<file path="src/rtl/div_32by16_signed_if.sv">
// Handshake and data bundle for the sequential 32/16 signed divider.
// The slave side is the divider; the master side is the producer/consumer.
interface div_32by16_signed_if;
    logic        in_valid;
    logic        in_ready;
    logic [31:0] dividend;
    logic [15:0] divisor;
    logic        out_valid;
    logic        out_ready;
    logic [15:0] quotient;
    logic [15:0] remainder;
    logic        overflow;
    logic        div_by_zero;

    modport slave (
        input  in_valid, dividend, divisor, out_ready,
        output in_ready, out_valid, quotient, remainder, overflow, div_by_zero
    );

    modport master (
        output in_valid, dividend, divisor, out_ready,
        input  in_ready, out_valid, quotient, remainder, overflow, div_by_zero
    );
endinterface

</file>
<file path="src/rtl/div_32by16_signed.sv">
// Sequential signed divider: 32-bit dividend by 16-bit divisor, one restoring
// step per clock on magnitudes, signs applied in a final FIX cycle.
module div_32by16_signed (
    input  logic                   clk,
    input  logic                   rst,
    div_32by16_signed_if.slave     bus
);
    typedef enum logic [1:0] {IDLE, CALC, FIX, DONE} state_t;

    state_t      state_q, state_d;
    logic [31:0] dmag_q, dmag_d;
    logic [15:0] vmag_q, vmag_d;
    logic [15:0] prem_q, prem_d;
    logic [31:0] qmag_q, qmag_d;
    logic        qneg_q, qneg_d;
    logic        rneg_q, rneg_d;
    logic [4:0]  cnt_q, cnt_d;
    logic [15:0] quot_q, quot_d;
    logic [15:0] rem_q, rem_d;
    logic        ovf_q, ovf_d;
    logic        dbz_q, dbz_d;
    logic [16:0] step_res;

    function automatic logic [31:0] mag32(input logic signed [31:0] x);
        return x[31] ? 32'(-x) : x;
    endfunction

    function automatic logic [15:0] mag16(input logic signed [15:0] x);
        return x[15] ? 16'(-x) : x;
    endfunction

    function automatic logic [15:0] apply_sign16(input logic neg, input logic [15:0] m);
        return neg ? 16'(-m) : m;
    endfunction

    // Returns {quotient bit, new partial remainder}; the remainder always
    // fits 16 bits because it stays below the divisor magnitude (<= 32768).
    function automatic logic [16:0] restore_step(input logic [15:0] prem,
                                                 input logic        next_bit,
                                                 input logic [15:0] vmag);
        logic [16:0] shifted;
        shifted = {prem, next_bit};
        if (shifted >= {1'b0, vmag})
            return {1'b1, 16'(shifted - {1'b0, vmag})};
        return {1'b0, shifted[15:0]};
    endfunction

    assign step_res = restore_step(prem_q, dmag_q[31], vmag_q);

    always_ff @(posedge clk) begin
        if (rst) begin
            state_q <= IDLE;
            dmag_q  <= '0;
            vmag_q  <= '0;
            prem_q  <= '0;
            qmag_q  <= '0;
            qneg_q  <= 1'b0;
            rneg_q  <= 1'b0;
            cnt_q   <= '0;
            quot_q  <= '0;
            rem_q   <= '0;
            ovf_q   <= 1'b0;
            dbz_q   <= 1'b0;
        end else begin
            state_q <= state_d;
            dmag_q  <= dmag_d;
            vmag_q  <= vmag_d;
            prem_q  <= prem_d;
            qmag_q  <= qmag_d;
            qneg_q  <= qneg_d;
            rneg_q  <= rneg_d;
            cnt_q   <= cnt_d;
            quot_q  <= quot_d;
            rem_q   <= rem_d;
            ovf_q   <= ovf_d;
            dbz_q   <= dbz_d;
        end
    end

    always_comb begin
        state_d = state_q;
        dmag_d  = dmag_q;
        vmag_d  = vmag_q;
        prem_d  = prem_q;
        qmag_d  = qmag_q;
        qneg_d  = qneg_q;
        rneg_d  = rneg_q;
        cnt_d   = cnt_q;
        quot_d  = quot_q;
        rem_d   = rem_q;
        ovf_d   = ovf_q;
        dbz_d   = dbz_q;
        case (state_q)
            IDLE: begin
                if (bus.in_valid) begin
                    dmag_d  = mag32(bus.dividend);
                    vmag_d  = mag16(bus.divisor);
                    qneg_d  = bus.dividend[31] ^ bus.divisor[15];
                    rneg_d  = bus.dividend[31];
                    prem_d  = '0;
                    qmag_d  = '0;
                    cnt_d   = '0;
                    state_d = (bus.divisor != 16'd0) ? CALC : FIX;
                end
            end
            CALC: begin
                prem_d = step_res[15:0];
                qmag_d = {qmag_q[30:0], step_res[16]};
                dmag_d = {dmag_q[30:0], 1'b0};
                cnt_d  = cnt_q + 5'd1;
                if (cnt_q == 5'd31)
                    state_d = FIX;
            end
            FIX: begin
                if (vmag_q == 16'd0) begin
                    // Untouched dividend magnitude re-signed gives back its low bits.
                    quot_d = 16'hFFFF;
                    rem_d  = apply_sign16(rneg_q, dmag_q[15:0]);
                    ovf_d  = 1'b0;
                    dbz_d  = 1'b1;
                end else begin
                    quot_d = apply_sign16(qneg_q, qmag_q[15:0]);
                    rem_d  = apply_sign16(rneg_q, prem_q);
                    ovf_d  = qneg_q ? (qmag_q > 32'd32768) : (qmag_q > 32'd32767);
                    dbz_d  = 1'b0;
                end
                state_d = DONE;
            end
            DONE: begin
                if (bus.out_ready)
                    state_d = IDLE;
            end
            default: state_d = IDLE;
        endcase
    end

    assign bus.in_ready    = (state_q == IDLE);
    assign bus.out_valid   = (state_q == DONE);
    assign bus.quotient    = quot_q;
    assign bus.remainder   = rem_q;
    assign bus.overflow    = ovf_q;
    assign bus.div_by_zero = dbz_q;
endmodule

</file>
<file path="src/flat_wrapper.sv">
// flat-port wrapper written by rule: the top's interface ports become plain ports
module div_32by16_signed_flat 
  (clk, rst, bus_in_valid, bus_dividend, bus_divisor, bus_out_ready, bus_in_ready, bus_out_valid, bus_quotient, bus_remainder, bus_overflow, bus_div_by_zero);
  div_32by16_signed_if bus_i ();
  input  logic clk;
  input  logic rst;
  input wire logic [$bits(bus_i.in_valid)-1:0] bus_in_valid;
  input wire logic [$bits(bus_i.dividend)-1:0] bus_dividend;
  input wire logic [$bits(bus_i.divisor)-1:0] bus_divisor;
  input wire logic [$bits(bus_i.out_ready)-1:0] bus_out_ready;
  output wire logic [$bits(bus_i.in_ready)-1:0] bus_in_ready;
  output wire logic [$bits(bus_i.out_valid)-1:0] bus_out_valid;
  output wire logic [$bits(bus_i.quotient)-1:0] bus_quotient;
  output wire logic [$bits(bus_i.remainder)-1:0] bus_remainder;
  output wire logic [$bits(bus_i.overflow)-1:0] bus_overflow;
  output wire logic [$bits(bus_i.div_by_zero)-1:0] bus_div_by_zero;
  assign bus_i.in_valid = bus_in_valid;
  assign bus_i.dividend = bus_dividend;
  assign bus_i.divisor = bus_divisor;
  assign bus_i.out_ready = bus_out_ready;
  assign bus_in_ready = bus_i.in_ready;
  assign bus_out_valid = bus_i.out_valid;
  assign bus_quotient = bus_i.quotient;
  assign bus_remainder = bus_i.remainder;
  assign bus_overflow = bus_i.overflow;
  assign bus_div_by_zero = bus_i.div_by_zero;
  div_32by16_signed u_core (.clk(clk), .rst(rst), .bus(bus_i));
endmodule
</file>
<file path="config.mk">
export PLATFORM = sky130hd
export DESIGN_NAME = div_32by16_signed_flat
export DESIGN_NICKNAME = d
export VERILOG_FILES = /design/src/rtl/div_32by16_signed_if.sv /design/src/rtl/div_32by16_signed.sv /design/src/flat_wrapper.sv
export SDC_FILE = /design/constraint.sdc
export NUM_CORES = 1
export LEC_CHECK = 0
export BUFFER_PORTS_ARGS = -buffer_cell sky130_fd_sc_hd__buf_2
export CORE_MARGIN = 2
export CORE_UTILIZATION = 29
export DETAILED_ROUTE_END_ITERATION = 7
export PLACE_DENSITY = 0.55
export SLEW_MARGIN = 20
export SYNTH_ARGS = -nofsm -noshare
export SYNTH_HDL_FRONTEND = slang
export SYNTH_SLANG_ARGS = --single-unit
</file>
<file path="constraint.sdc">
create_clock -name clk -period 3.1 [get_ports clk]
set_input_delay 0.775 -clock clk [delete_from_list [all_inputs] [get_ports clk]]
set_output_delay 0.775 -clock clk [all_outputs]
set_load 0.05 [all_outputs]
</file>
Word level (Yosys, flattened, before mapping)
Index checks and enable logic that the tools add are counted.

Bits in registers: 139. Bits of input ports: 52. Output and inout bits: 36. Logic and storage cells: 63.

Add/subtract/negate cells: 7. Magnitude comparators: 3. Equality and inequality tests: 7. Muxes and demuxes: 26. Bitwise logic cells: 1. Reduce and logical (&&, ||, !) cells: 7.

Operator list (count): $pmux W32 S2 (2); $mux W16 (7); $mux W32 (3); $neg A16 Y16 (4); $mux W17 (2); $gt A32 B15 Y1 const B (1); $gt A32 B16 Y1 const B (1); $neg A32 Y32 (1); $pmux W16 S2 (1); $ge A17 B16 Y1 (1); $logic_not A16 Y1 (1); $reduce_bool A16 Y1 (1); $sub A16 B16 Y16 (1); $pmux W5 S2 (1); $mux W2 (4); $pmux W2 S4 (1); $add A5 B1 Y5 const B (1); $eq A5 B5 Y1 const B (1); $mux W5 (1); $eq A2 B2 Y1 const B (2); $mux W1 (4); $ne A2 B2 Y1 const B (2); $reduce_and A2 Y1 (2); $reduce_and A3 Y1 (1); 5 further kinds (5).

Depth between registers and ports, before layout
Depth after elaboration: 4. Gate-level depth with buffers: 12. Depth with buffers taken out: 11.

Worst setup path before layout
Ideal clock, no wire load.

Path type: in2reg. From: in bus_dividend[4]. To: reg u_core.dmag_q[25]. Library setup time: 130 ps. Data arrival time: 2569 ps. Data required time: 2970 ps. Path slack: 401 ps. Cell stages on the path: 8. Path buffers: 1. Cell sequence: or3_1 or4_1 clkbuf_1 nor3_2 nand3_1 o31ai_1 xor2_1 o22ai_1.

Longest elaborated chain between the ends: 4.

Ends and longest elaborated chain: from (decl) (line flat_wrapper.sv:8) `input wire logic [$bits(bus_i.dividend)-1:0] bus_dividend;`; $neg A32 Y32 (line div_32by16_signed.sv:25) `return x[31] ? 32'(-x) : x;`; $mux W32 (line div_32by16_signed.sv:25); $mux W32 (line div_32by16_signed.sv:95) `if (bus.in_valid) begin`; $pmux W32 S2 (line div_32by16_signed.sv:93) `case (state_q)`; to (signal assigned) (line div_32by16_signed.sv:66) `dmag_q <= dmag_d;`; to (decl) (line div_32by16_signed.sv:11) `logic [31:0] dmag_q, dmag_d;`.

Every way passes these cells. The select of a mux whose other input is x is not followed. A chain may end at the register's enable or synchronous reset.

Worst setup path in the final report
From: reg u_core.vmag_q[3]. To: reg u_core.prem_q[6].

Longest elaborated chain between the ends: 4. Elaborated cells between the ends (all ways): 6. Those cells by class: add/sub: 1; order compare: 1; mux: 4.

Ends and longest elaborated chain: from (decl) (line div_32by16_signed.sv:12) `logic [15:0] vmag_q, vmag_d;`; from (signal assigned) (line div_32by16_signed.sv:67) `vmag_q <= vmag_d;`; $sub A16 B16 Y16 / $ge A17 B16 Y1 (equally long branches) (line div_32by16_signed.sv:44, div_32by16_signed.sv:43); $mux W17 / $mux W1 (equally long branches) (line div_32by16_signed.sv:43) `if (shifted >= {1'b0, vmag})`; $mux W17 (*) (line div_32by16_signed.sv:45) `return {1'b0, shifted[15:0]};`; $pmux W16 S2 (*) (line div_32by16_signed.sv:93); to (signal assigned) (line div_32by16_signed.sv:68) `prem_q <= prem_d;`; to (decl) (line div_32by16_signed.sv:13) `logic [15:0] prem_q, prem_d;`.

Mark *: on every way between the ends. The rest lies on a longest branch, timed or not. The select of a mux whose other input is x is not followed.

==> metrics.txt <==
status finished, final reports clean; antenna cell count 0; CTS tree done; Antenna Violating Nets Remaining 0; Clock Tree Buf Depth 2; hold path startpoint u_core.bus.remainder[4]$_SDFFE_PP0P_; top post-synthesis cells by area dfxtp_1, nor2_1, xnor2_1; gr usage total 15.2%; Hold Path End u_core.bus.remainder[4]$_SDFFE_PP0P_; # IOs 88; dpl hpwl 15700 µm; Net Sw Frac 42.6%; Layout Nets 1096; Global Route met3 Usage 3.34%; design area 9350 µm²; synthesized area 7890 µm²; initial antenna violation count 1; r2r endpoint u_core.prem_q[6]$_SDFFE_PP0P_; Syn Inst Count 947; Max FO, Critical Path 7; post-synth top area cell dfxtp_1; area of the multi-input gates 4750 µm²; WP data required 3.40 ns; measured slew at the worst slew-check pin 0.683 ns; Gate power share 43.5%; pin count of the biggest net entering global routing 66; top cell type's share of synthesized area 35.3%; CP max-delay cell a21o_1; Core Area 26800 µm²; vias in the first global route 6686; cells on worst reg2reg path 10; leakage 3.65 nW; sequential share of power 29.2%; Worst Clk Skew 0.0134 ns; Fill cells 2826; post-CTS sizing 0; CTS buffer count 17; Root Driver clkbuf_16; kind of critical path reg -> reg; drt wl/cell 15.5 µm; Int Pwr 4.67 mW; Routed WL 21300 µm; CTS Hold Bufs 0; first-pass GRT wire length 35000 µm; WP buf/inv 2; crit share post-route 87.9%; total number of vias 7171; port bufs 87; overall die width 169 µm; Critical R2R Launch u_core.vmag_q[3]$_SDFFE_PP0P_; DP Cell Count 1338; Sequential Area 2780 µm²; site row count 60; share of cells above drive strength 1 15.5%; Initial DRC Count 512; Synth Net Count 1027; non-filler cells, final 1370; number of flops mapped to enable cells by yosys 0; Slew Limit Headroom 54.4%; Worst-Skew Late Latency 0.44 ns; Arrival @ worst endpoint 3.02 ns; die area 28600 µm²; drt first pass iters 6; CTS H-tree depth 4; global routing's busiest layer met2; Syn Area/Cell 8.33 µm²; register bit total from synthesis 139; Ys Warns 0; CP top delay family compound AO/OA/AOI/OAI gates; largest stage delay on the critical path 0.42 ns; post-layout util 34.9%; flop2flop setup slack 0.38 ns; ys async rst share 0%; Hold WC Path Type reg -> reg; # clock sinks 139; met1 usage in global routing 21.6%; # DRC 0; Fin Setup TNS 0 ns; Max Clk Rate 0.367 GHz; final slew viol count 0; Fin. Hold Viols 0; total of max-cap violations 0; final setup fails 0; crit path capture type register; final worst path period need 2.72 ns; vias per cell 5.23; GP Congestion 0.852; Initial Util 29.4%; Area growth, synth to finish 18.5%; Worst Hold Path Cells 2; Worst setup SP type register; sw power 3.46 mW; clock share of power 27.3%; Placement Cell Area 8710 µm²; grt ovf 0; sequential fraction of the synthesis area 35.3%; Top FF cell, synth dfxtp_1; setup bufs post-CTS 0; Die Span Y 169 µm; maximum VDD drop 418 µV; clock slew at reported path FFs 0.06 ns; Distinct cells, synth 59; crit path cell chain inv_1 -> ha_1 -> nand3_1 -> o21bai_1 -> a21oi_1 -> o22a_1 -> a21o_1 -> buf_4 -> mux2i_1 -> o21ai_0; RSZ-0062 raised after global routing false; pwr/cell area 869 nW/µm²; met2 Usage GRT 23.0%
## state kept, by name (all words and copies together) (netlist names), 2 cells and up
name / cells
u_core.state_q: 2
u_core.dmag_q: 32
u_core.bus.quotient: 16
u_core.prem_q: 16
u_core.qmag_q: 32
u_core.cnt_q: 5
u_core.bus.remainder: 16
u_core.vmag_q: 16
## final cells by class
cell class / instances / area share, %
clock buffers: 17 / 4.55
clock inverters: 15 / 2.27
inverters: 36 / 1.45
multi-input cells: 711 / 50.8
flip-flops and latches: 139 / 29.8
well taps: 341 / 4.56
repair buffers: 111 / 6.61
## synth_stat cells (all sizes together), types with 5 or more instances
library cell / instances
o31ai: 24
ha: 27
or2: 5
o41ai: 15
a22oi: 42
or4: 12
xor2: 41
o22ai: 15
nor2b: 7
nand2: 76
o21ai: 44
clkbuf: 49
nand3: 6
a222oi: 23
nor3: 16
a21oi: 30
nor4: 13
buf: 12
o211ai: 8
nand4: 6
dfxtp: 139
nand3b: 6
a211oi: 28
nor2: 134
xnor2: 55
or3: 8
mux2i: 21
a21o: 5
inv: 35
and3: 5
a311oi: 6
nand2b: 7
## placed cells by master, fill, tap and decap left out, drive strengths merged, types with 3 or more instances in the layout
cell,count
nor2,134
nor4,13
nand2b,7
o22ai,15
inv,47
o21ai,44
o31ai,24
nand4,6
dfxtp,139
or4,12
ha,27
buf,111
or2,5
a21oi,30
a222oi,23
nand2,76
and3,5
clkbuf,17
mux2i,21
xor2,41
nor3,16
a22oi,42
nor2b,7
a311oi,6
or3,8
nand3,6
o41ai,15
a221oi,3
bufinv,3
xnor2,55
nand3b,6
a211oi,28
o211ai,8
a21o,5
## kinds of logic (layout without fill, tap and decap cells)
family,Yosys count,count (layout),synth area share [%]
AO/OA/AOI/OAI,257,257,23.7
buffers and inverters,97,179,4.76
flip-flops,139,139,35.3
AND/OR/NAND/NOR,306,306,17.8
XOR/XNOR,96,96,10.7
adder cells (fa/ha/maj),28,28,4.53
multiplexers,24,24,3.23
## power groups by stage
stage          Sequential (mW)  Clock, mW  Combinational, mW
6_report                  2.37       2.22               3.54
5_1_grt                   2.42       2.35               3.91
3_3_place_gp              2.40          0               3.53
3_5_place_dp              2.41          0               3.52
2_1_floorplan             2.68          0               2.33
4_1_cts                   2.37       2.27               3.54
## worst reg2reg max path: stages (launching register included)
cell,delay [ns]
dfxtp_1,0.36
inv_1,0.06
ha_1,0.36
nand3_1,0.14
o21bai_1,0.21
a21oi_1,0.28
o22a_1,0.24
a21o_1,0.42
buf_4,0.26
mux2i_1,0.18
o21ai_0,0.08
## worst max path at each step
stage | to | start | cells past startpoint
6_report | u_core.prem_q[6]$_SDFFE_PP0P_ | u_core.vmag_q[3]$_SDFFE_PP0P_ | 10
5_1_grt | u_core.prem_q[6]$_SDFFE_PP0P_ | u_core.vmag_q[3]$_SDFFE_PP0P_ | 10
4_1_cts | u_core.prem_q[11]$_SDFFE_PP0P_ | u_core.vmag_q[3]$_SDFFE_PP0P_ | 10
3_5_place_dp | u_core.dmag_q[26]$_SDFFE_PP0P_ | bus_dividend[8] | 8
3_3_place_gp | u_core.dmag_q[26]$_SDFFE_PP0P_ | bus_dividend[8] | 8
2_1_floorplan | u_core.dmag_q[25]$_SDFFE_PP0P_ | bus_dividend[4] | 8
## metrics by stage
stage	hold WS (ns)	power, mW	worst slack (ns)
detailed placement	0.453	5.93	0.155
finish	0.462	8.13	0.376
global route	0.498	8.67	0.116
global placement	0.453	5.93	0.178
floorplan	0.454	5.01	0.401
CTS	0.463	8.18	0.443
## metal layers
metal | wire length (µm) | vias to the layer above | part of all wire, %
met3 | 869 | 25 | 4.1
li1 | - | 3615 | -
met5 | 13 | - | 0.061
met4 | 378 | 2 | 1.8
met2 | 9140 | 175 | 43
met1 | 10900 | 3354 | 51
Power figures use the tool's default switching activity.
